<file path="src/rtl/uart_tx_baud.sv">
// uart_tx_baud: UART transmitter with built-in baud divider (start/data/parity/stop framing).
// Define UART_TX_FIFO_EN to add a FIFO_DEPTH-entry input FIFO for gap-free back-to-back frames.
module uart_tx_baud #(
  parameter int CLK_RATE   = 50_000_000,
  parameter int BAUD_RATE  = 115200,
  parameter int DATA_WIDTH = 8,
  parameter int PARITY     = 0,
  parameter int STOP_BITS  = 1,
  parameter int FIFO_DEPTH = 16
) (
  input  logic                  i_clk,
  input  logic                  i_rst,
  input  logic [DATA_WIDTH-1:0] i_tx_data,
  input  logic                  i_tx_valid,
  output logic                  o_tx_ready,
  output logic                  o_tx,
  output logic                  o_busy,
  output logic                  o_tx_done
);

  localparam int CLKS_PER_BIT = CLK_RATE / BAUD_RATE;
  localparam int CNT_W        = (CLKS_PER_BIT > 1) ? $clog2(CLKS_PER_BIT) : 1;
  localparam int IDX_W        = 4;
  localparam logic [CNT_W-1:0] CNT_LAST  = CNT_W'(CLKS_PER_BIT - 1);
  localparam logic [IDX_W-1:0] DATA_LAST = IDX_W'(DATA_WIDTH - 1);
  localparam logic [IDX_W-1:0] STOP_LAST = IDX_W'(STOP_BITS - 1);

  if (CLKS_PER_BIT < 2) begin : g_chk_baud
    $error("uart_tx_baud: CLKS_PER_BIT must be at least 2");
  end
  if (DATA_WIDTH < 5 || DATA_WIDTH > 9) begin : g_chk_width
    $error("uart_tx_baud: DATA_WIDTH must be 5..9");
  end
  if (PARITY < 0 || PARITY > 2) begin : g_chk_parity
    $error("uart_tx_baud: PARITY must be 0, 1 or 2");
  end
  if (STOP_BITS < 1 || STOP_BITS > 2) begin : g_chk_stop
    $error("uart_tx_baud: STOP_BITS must be 1 or 2");
  end
  if (FIFO_DEPTH < 2 || (FIFO_DEPTH & (FIFO_DEPTH - 1)) != 0) begin : g_chk_depth
    $error("uart_tx_baud: FIFO_DEPTH must be a power of 2, >= 2");
  end

  typedef enum logic [2:0] {
    ST_IDLE   = 3'd0,
    ST_START  = 3'd1,
    ST_DATA   = 3'd2,
    ST_PARITY = 3'd3,
    ST_STOP   = 3'd4
  } state_e;

  // Parity is taken from the accepted word, never from the line.
  function automatic logic parity_of(input logic [DATA_WIDTH-1:0] word);
    if (PARITY == 1) begin
      parity_of = ~^word;
    end else begin
      parity_of = ^word;
    end
  endfunction

  state_e                  state_q, state_d;
  logic [CNT_W-1:0]        cnt_q, cnt_d;
  logic [IDX_W-1:0]        idx_q, idx_d;
  logic [DATA_WIDTH-1:0]   shift_q, shift_d;
  logic                    par_q, par_d;
  logic                    tx_q, tx_d;
  logic                    busy_q, busy_d;
  logic                    done_q, done_d;
  logic                    ready_q, ready_d;

  logic                    bit_end_s;
  logic                    stop_end_s;
  logic                    take_s;
  logic [DATA_WIDTH-1:0]   word_s;

  assign bit_end_s  = (cnt_q == CNT_LAST);
  assign stop_end_s = (state_q == ST_STOP) && bit_end_s && (idx_q == STOP_LAST);

`ifdef UART_TX_FIFO_EN
  localparam int PTR_W = $clog2(FIFO_DEPTH);
  localparam logic [PTR_W:0] PTR_ONE = {{PTR_W{1'b0}}, 1'b1};

  logic [DATA_WIDTH-1:0] mem_q [FIFO_DEPTH];
  logic [PTR_W:0]        wr_ptr_q, wr_ptr_d;
  logic [PTR_W:0]        rd_ptr_q, rd_ptr_d;
  logic                  push_s;
  logic                  empty_s;

  // FIFO pointers; pop at idle or on the last stop cycle so frames chain with no gap.
  always_comb begin
    push_s   = i_tx_valid && ready_q;
    empty_s  = (wr_ptr_q == rd_ptr_q);
    take_s   = !empty_s && ((state_q == ST_IDLE) || stop_end_s);
    word_s   = mem_q[rd_ptr_q[PTR_W-1:0]];
    wr_ptr_d = push_s ? (wr_ptr_q + PTR_ONE) : wr_ptr_q;
    rd_ptr_d = take_s ? (rd_ptr_q + PTR_ONE) : rd_ptr_q;
    ready_d  = !((wr_ptr_d[PTR_W] != rd_ptr_d[PTR_W]) &&
                 (wr_ptr_d[PTR_W-1:0] == rd_ptr_d[PTR_W-1:0]));
  end

  // FIFO pointer registers.
  always_ff @(posedge i_clk) begin
    if (i_rst) begin
      wr_ptr_q <= {(PTR_W+1){1'b0}};
      rd_ptr_q <= {(PTR_W+1){1'b0}};
    end else begin
      wr_ptr_q <= wr_ptr_d;
      rd_ptr_q <= rd_ptr_d;
    end
  end

  // FIFO storage; contents need no reset because the pointers define validity.
  always_ff @(posedge i_clk) begin
    if (push_s) begin
      mem_q[wr_ptr_q[PTR_W-1:0]] <= i_tx_data;
    end
  end
`else
  // Direct handshake: a word is only taken while idle.
  always_comb begin
    take_s  = (state_q == ST_IDLE) && i_tx_valid && ready_q;
    word_s  = i_tx_data;
    ready_d = (state_d == ST_IDLE);
  end
`endif

  // State, datapath and registered outputs.
  always_ff @(posedge i_clk) begin
    if (i_rst) begin
      state_q <= ST_IDLE;
      cnt_q   <= {CNT_W{1'b0}};
      idx_q   <= {IDX_W{1'b0}};
      shift_q <= {DATA_WIDTH{1'b0}};
      par_q   <= 1'b0;
      tx_q    <= 1'b1;
      busy_q  <= 1'b0;
      done_q  <= 1'b0;
      ready_q <= 1'b1;
    end else begin
      state_q <= state_d;
      cnt_q   <= cnt_d;
      idx_q   <= idx_d;
      shift_q <= shift_d;
      par_q   <= par_d;
      tx_q    <= tx_d;
      busy_q  <= busy_d;
      done_q  <= done_d;
      ready_q <= ready_d;
    end
  end

  // Next state: the baud counter wraps at each bit end, which is also the only point of state change.
  always_comb begin
    state_d = state_q;
    cnt_d   = bit_end_s ? {CNT_W{1'b0}} : (cnt_q + CNT_W'(1));
    idx_d   = idx_q;
    shift_d = shift_q;
    par_d   = par_q;
    case (state_q)
      ST_IDLE: begin
        cnt_d = {CNT_W{1'b0}};
        if (take_s) begin
          state_d = ST_START;
          shift_d = word_s;
          par_d   = parity_of(word_s);
        end else begin
          state_d = ST_IDLE;
        end
      end
      ST_START: begin
        if (bit_end_s) begin
          state_d = ST_DATA;
          idx_d   = {IDX_W{1'b0}};
        end else begin
          state_d = ST_START;
        end
      end
      ST_DATA: begin
        if (bit_end_s) begin
          shift_d = {1'b0, shift_q[DATA_WIDTH-1:1]};
          if (idx_q == DATA_LAST) begin
            idx_d   = {IDX_W{1'b0}};
            state_d = (PARITY != 0) ? ST_PARITY : ST_STOP;
          end else begin
            idx_d   = idx_q + IDX_W'(1);
          end
        end else begin
          state_d = ST_DATA;
        end
      end
      ST_PARITY: begin
        if (bit_end_s) begin
          state_d = ST_STOP;
          idx_d   = {IDX_W{1'b0}};
        end else begin
          state_d = ST_PARITY;
        end
      end
      ST_STOP: begin
        if (bit_end_s && (idx_q == STOP_LAST)) begin
          idx_d = {IDX_W{1'b0}};
          if (take_s) begin
            state_d = ST_START;
            shift_d = word_s;
            par_d   = parity_of(word_s);
          end else begin
            state_d = ST_IDLE;
          end
        end else if (bit_end_s) begin
          idx_d = idx_q + IDX_W'(1);
        end else begin
          state_d = ST_STOP;
        end
      end
      default: begin
        state_d = ST_IDLE;
        cnt_d   = {CNT_W{1'b0}};
        idx_d   = {IDX_W{1'b0}};
      end
    endcase
  end

  // Outputs are decoded from next-state values so the registered line lines up with state_q.
  always_comb begin
    busy_d = (state_d != ST_IDLE);
    done_d = (state_d == ST_STOP) && (cnt_d == CNT_LAST) && (idx_d == STOP_LAST);
    case (state_d)
      ST_IDLE:   tx_d = 1'b1;
      ST_START:  tx_d = 1'b0;
      ST_DATA:   tx_d = shift_d[0];
      ST_PARITY: tx_d = par_d;
      ST_STOP:   tx_d = 1'b1;
      default:   tx_d = 1'b1;
    endcase
  end

  assign o_tx       = tx_q;
  assign o_busy     = busy_q;
  assign o_tx_done  = done_q;
  assign o_tx_ready = ready_q;

endmodule

</file>
<file path="config.mk">
export PLATFORM = sky130hd
export DESIGN_NAME = uart_tx_baud
export DESIGN_NICKNAME = d
export VERILOG_FILES = /design/src/rtl/uart_tx_baud.sv
export SDC_FILE = /design/constraint.sdc
export NUM_CORES = 1
export LEC_CHECK = 0
export BUFFER_PORTS_ARGS = -buffer_cell sky130_fd_sc_hd__buf_4
export CAP_MARGIN = 15
export CORE_ASPECT_RATIO = 0.5
export CORE_MARGIN = 2
export CORE_UTILIZATION = 33
export CTS_CLUSTER_SIZE = 25
export DETAILED_ROUTE_END_ITERATION = 8
export GPL_TIMING_DRIVEN = 0
export PLACE_DENSITY = 0.59
export SLEW_MARGIN = 10
export SYNTH_ARGS = -nofsm -noshare
export SYNTH_HDL_FRONTEND = slang
export SYNTH_SLANG_ARGS = --single-unit
</file>
<file path="constraint.sdc">
create_clock -name i_clk -period 2.45 [get_ports i_clk]
set_input_delay 0.1225 -clock i_clk [delete_from_list [all_inputs] [get_ports i_clk]]
set_output_delay 0.1225 -clock i_clk [all_outputs]
set_load 0.01 [all_outputs]
</file>
==> impl_metrics.yaml, run 1 <==
clock_tree:
  clock_path_buffers: 2
  path_clk_slew_ns: 0.07
  holdBufCountCts: 0
  clock_sinks: 29
  cts_tree: "yes"
  root_buffer: "clkbuf_8"
  h-tree-depth: 2
  clock_latency_ns: 0.28
  cts_buffers: 5
power:
  p_leak_nw: 0.724
  intPower_mw: 0.760
  p_clk_share_pct: 36.8
  pwr-share-seq_pct: 49.0
  powerDensity_nw_per_um2: 532
  p_comb_share_pct: 14.3
  switching_power_mw: 0.270
  ir_worst_vdd_uv: 281
  p_sw_share_pct: 26.2
final_layout:
  drive_gt1_share_pct: 23.4
  utilization_pct: 43.0
  final_common_cell: "dfxtp_1"
  final_cell_area_um2: 1940
  finalNetCount: 224
  antenna_cells: 0
  area_growth_pct: 22.0
  mostFrequentLayoutCells: "dfxtp_1 (27), nor2_1 (22), buf_4 (21), a21oi_1 (13), xnor2_1 (11)"
global_route:
  antenna_found_initial: 0
  grt.total_usage_pct: 14.2
  grt_overflow: 0
  grt_pass1_vias: 1205
  grt_pass1_wl_um: 5850
  grt_max_degree: 11
placed_design:
  routabilityCongestion: 0.888
  placed_area_um2: 1780
  dp.final_hpwl_um: 2570
  placement.io_buffers: 14
floorplan:
  rows: 17
  dieArea_um2: 5420
  initial_core_util_pct: 35.2
  io_pins: 15
  dieHeight_um: 53.1
  die_w_um: 102
  core_area_um2: 4510
setup_path:
  r2r-start: "cnt_q[1]"
  cp-startpoint: "cnt_q[1]"
  criticalPathCategory: "flip-flop to flip-flop"
  arrival_ns: 2.54
  crit_required_ns: 2.64
  critPathMaxFanout: 4
  regToRegSetupSlack_ns: 0.09
  cp-end-kind: "flip-flop"
  startpoint_type: "flip-flop"
yosys:
  yosys.area.top_type_share_pct: 36.6
  synth.area.top_cells: "dfxtp_1 (37%), xnor2_1 (6.1%), nor2_1 (5.2%)"
  synth_seq_cells: 29
  syn_nets: 196
  yosys_warnings: 0
  synth_cell_types: 54
  synthFlopType: "dfxtp_1"
  yosysTopAreaCell: "dfxtp_1"
  syn_area_per_cell_um2: 8.82
  synth_edf_count: 0
  seq_area_frac_synth_pct: 36.6
  netlist_instances: 180
  netlist_area_um2: 1590
  async_flop_share_pct: 0
sta:
  final-max-slew-violation-count: 0
  worst_slew_pin_slew_ns: 0.608
  hold_viol: 0
  clock.fmax_ghz: 0.424
  setup_viol: 0
  fin_tns_setup_ns: 0
  fin_skew_ns: 0.00668
  timing.final.crit_share_pct: 96.2
  timing.slew.headroom_pct: 59.5
  fin_crit_ns: 2.36
route:
  vias: 1394
  wl_per_cell_um: 13.2
  drt_iter0_drc: 70
  ant_nets: 0
  totalWireLength_um: 3630
  dr.pass1.iters: 4
  vias_per_cell: 5.07
  remaining_drc_errors: 0
job:
  max_cap_viol_count: 0
hold_path:
  hold_class: "primary input to flip-flop"
  hold_start: "i_tx_data[2]"
status:
  status: "complete, no violations"
[state kept, by name, indices dropped and copies added (netlist names)]
name / cells
o_tx_done: 1
o_tx: 1
par_q: 1
cnt_q: 9
o_busy: 1
idx_q: 4
state_q: 3
o_tx_ready: 1
shift_q: 8
[worst max-delay path, stage by stage, from the launching register on]
cell and delay [ns]:
dfxtp_2 0.33, inv_1 0.05, ha_2 0.16, or4b_4 0.48
nor2_4 0.14, clkinv_4 0.08, ha_2 0.17, a21oi_2 0.13
o22ai_2 0.10, a21oi_2 0.18, nand4_1 0.15, nor4_2 0.29
[power groups by stage]
stage / clock (mW) / sequential (mW) / combinational (mW)
2_1_floorplan: 0 / 0.515 / 0.0955
3_3_place_gp: 0 / 0.514 / 0.141
3_5_place_dp: 0 / 0.515 / 0.141
4_1_cts: 0.388 / 0.504 / 0.142
5_1_grt: 0.411 / 0.507 / 0.163
6_report: 0.379 / 0.504 / 0.147
[path summary, 6_finish.rpt]
| check | endpoint | cells after the start |
|---|---|---|
| max | o_tx_done | 11 |
| min | shift_q[2] | 3 |
| max reg2reg | o_tx_done | 11 |
| min reg2reg | shift_q[5] | 2 |
[cells by family (layout without fill, tap and decap cells)]
| kind of cell | after synthesis | in the layout | synth area share [%] |
|---|---|---|---|
| AND/OR/NAND/NOR | 72 | 72 | 26.2 |
| AO/OA/AOI/OAI | 43 | 43 | 20.0 |
| flip-flops | 29 | 29 | 36.6 |
| buffers and inverters | 15 | 44 | 4.18 |
| XOR/XNOR | 13 | 13 | 7.17 |
| adder cells (fa/ha/maj) | 6 | 6 | 4.57 |
| multiplexers | 2 | 2 | 1.26 |
[cells in the mapped netlist, types with 2 or more instances]
cell and instances:
nand3b_1 3, a21oi_1 15, nor2_1 22, or2_2 2, nor3b_1 4, nor2b_1 4
nand3_1 5, ha_1 5, nand2_1 9, and3_1 4, nor4_1 2, a22oi_1 6
o21ai_0 3, mux2i_1 2, dfxtp_1 29, nand4_1 3, a21o_1 2, clkbuf_1 6
nand2b_1 2, xnor2_1 11, inv_1 6, xor2_1 2, o311a_1 2
[through the flow]
step                cells  hold slack (ns)  power, mW  setup slack [ns]
floorplan             180            0.318      0.611             0.388
global placement      260            0.427      0.655             0.130
detailed placement    260            0.445      0.656             0.100
CTS                   268            0.152       1.03            0.0594
global route          275            0.172       1.08           -0.0569
finish                275            0.150       1.03            0.0927
[cell type report]
| type | instances | area, um2 |
|---|---|---|
| tap | 66 | 82.6 |
| timing repair buffer | 21 | 158 |
| sequential | 29 | 586 |
| inverter | 7 | 31.3 |
| buffer | 8 | 37.5 |
| clock inverter | 2 | 10.0 |
| multi-input combinational | 136 | 960 |
| clock buffer | 6 | 72.6 |
| fill | 464 | 2570 |
[routing by layer]
metal	GRT usage, %	part of all wire, %	vias to the layer above
met2	21.9	44	27
met3	4.23	4.0	4
li1	-	-	706
met1	19.5	51	657
met4	3.33	0.80	0
met5	0	0	-
[timing repair]
action | CTS | global route
setup endpoints to repair | 0 | 1
buffers inserted | 0 | 7
resized for setup | 0 | 9
No activity file was read; power rests on OpenSTA's default activity.
==> inputs of run 2 (changes only) <==
--- a/config.mk
+++ b/config.mk
@@ -9,12 +9,13 @@
 export CAP_MARGIN = 15
 export CORE_ASPECT_RATIO = 0.5
 export CORE_MARGIN = 2
-export CORE_UTILIZATION = 33
+export CORE_UTILIZATION = 55
 export CTS_CLUSTER_SIZE = 25
 export DETAILED_ROUTE_END_ITERATION = 8
 export GPL_TIMING_DRIVEN = 0
-export PLACE_DENSITY = 0.59
+export PLACE_DENSITY = 0.85
 export SLEW_MARGIN = 10
 export SYNTH_ARGS = -nofsm -noshare
 export SYNTH_HDL_FRONTEND = slang
 export SYNTH_SLANG_ARGS = --single-unit
+export TNS_END_PERCENT = 100
==> impl_metrics.yaml, run 2 (synthesis gave the netlist of run 1 again) <==
global_route:
  grt_overflow: 0
  grt_pass1_wl_um: 6380
  grt_max_degree: 11
  antenna_found_initial: 0
  grt.total_usage_pct: 24.8
  grt_pass1_vias: 1389
setup_path:
  cp_slowest_cell: "or4b_4"
  crit_required_ns: 2.66
  arrival_ns: 2.50
  cp-end-kind: "flip-flop"
  cp_top_family: "simple AND/OR/NAND/NOR gates"
  regToRegSetupSlack_ns: 0.16
  cp_slowest_stage_delay_ns: 0.51
  path_cells: "ha_1 -> or4b_4 -> nor2_4 -> inv_4 -> ha_1 -> a21oi_1 -> o22ai_1 -> a21oi_1 -> nand4_1 -> nor4_2"
  criticalPathCategory: "flip-flop to flip-flop"
  critPathMaxFanout: 7
  path_buf_inv: 1
  startpoint_type: "flip-flop"
floorplan:
  io_pins: 15
  initial_core_util_pct: 59.5
  die_w_um: 80.0
  core_area_um2: 2670
  dieHeight_um: 42.0
  dieArea_um2: 3360
  rows: 13
final_layout:
  utilization_pct: 68.3
  instances_no_fill: 239
  reg_top3: "cnt_q (9), shift_q (8), idx_q (4)"
  top_register: "cnt_q"
  drive_gt1_share_pct: 17.8
  area_growth_pct: 14.8
  mostFrequentLayoutCells: "dfxtp_1 (28), nor2_1 (22), a21oi_1 (15), buf_4 (14), xnor2_1 (11)"
  final_common_cell: "dfxtp_1"
  largest_reg_flops: 9
  finalNetCount: 217
  antenna_cells: 0
power:
  finalPower_mw: 1.04
  intPower_mw: 0.756
  p_comb_share_pct: 13.8
  powerDensity_nw_per_um2: 569
  p_clk_share_pct: 37.4
  ir_worst_vdd_uv: 352
  pwr-share-seq_pct: 48.8
  switching_power_mw: 0.281
  p_leak_nw: 0.687
  p_sw_share_pct: 27.1
route:
  ant_nets: 0
  wl_per_cell_um: 15.9
  vias: 1453
  remaining_drc_errors: 0
  drt_iter0_drc: 67
  dr.pass1.iters: 5
  totalWireLength_um: 3790
  vias_per_cell: 6.08
hold_path:
  hold_class: "primary input to flip-flop"
placed_design:
  routabilityCongestion: 0.864
  dp.final_hpwl_um: 2640
  dp.cells: 231
  placement.io_buffers: 14
sta:
  timing.slew.headroom_pct: 61.2
  timing.final.crit_share_pct: 93.5
  final-max-slew-violation-count: 0
  fin_skew_ns: 0.00679
  fin_tns_setup_ns: 0
  worst_slew_pin_slew_ns: 0.583
  hold_viol: 0
  rsz0062_at_grt: "no"
  fin_crit_ns: 2.29
  setup_viol: 0
  clock.fmax_ghz: 0.437
clock_tree:
  clock_path_buffers: 2
  clock_latency_ns: 0.29
  cts_tree: "yes"
  clock_sinks: 29
  h-tree-depth: 2
  root_buffer: "clkbuf_8"
  cts_buffers: 5
  path_clk_slew_ns: 0.07
job:
  max_cap_viol_count: 0
status:
  status: "complete, no violations"
## run 2: worst min-delay path: stages
cell and delay (ns):
buf_4 0.09, a22oi_1 0.07, a21oi_1 0.12
## run 2: final timing paths
check,cells after the start,start,to
hold reg to reg,1,cnt_q[0],cnt_q[0]
setup reg to reg,10,cnt_q[0],o_tx_done
hold / removal,3,i_tx_data[4],shift_q[4]
setup / recovery,10,cnt_q[0],o_tx_done
## run 2: metal layers
metal	vias up	global-route usage, %	wire length (um)
li1	694	-	-
met1	684	30.9	1640
met2	52	38.5	1800
met3	23	6.90	207
met4	0	14.6	138
met5	-	0	0
## run 2: power groups by stage
stage / Combinational [mW] / Sequential, mW / Clock (mW)
after floorplan: 0.0955 / 0.515 / 0
after global placement: 0.137 / 0.514 / 0
after detailed placement: 0.141 / 0.516 / 0
after CTS: 0.143 / 0.506 / 0.390
after global routing: 0.156 / 0.508 / 0.411
final: 0.143 / 0.506 / 0.387
## run 2: area by class of cell
cell class | count | area (um2)
plain buffers | 8 | 37.5
clock buffers | 6 | 72.6
clock inverters | 2 | 10.0
fillers | 235 | 845
inverters | 7 | 28.8
multi-input cells | 136 | 941
flip-flops and latches | 29 | 582
well taps | 37 | 46.3
repair buffers | 14 | 105
## run 2: repair_timing
item | in CTS | in global routing
setup buffers | 0 | 0
gates resized for setup | 0 | 1
hold buffers | 0 | 0
setup endpoints to repair | 0 | 1
hold endpoints to repair | 0 | 0
## run 2: stage by stage
step / hold slack [ns] / cell area [um2] / setup slack (ns)
2_1_floorplan: 0.318 / 1590 / 0.388
3_3_place_gp: 0.426 / 1740 / 0.172
3_5_place_dp: 0.432 / 1740 / 0.143
4_1_cts: 0.149 / 1820 / 0.101
5_1_grt: 0.170 / 1820 / 0.00220
6_report: 0.146 / 1820 / 0.160
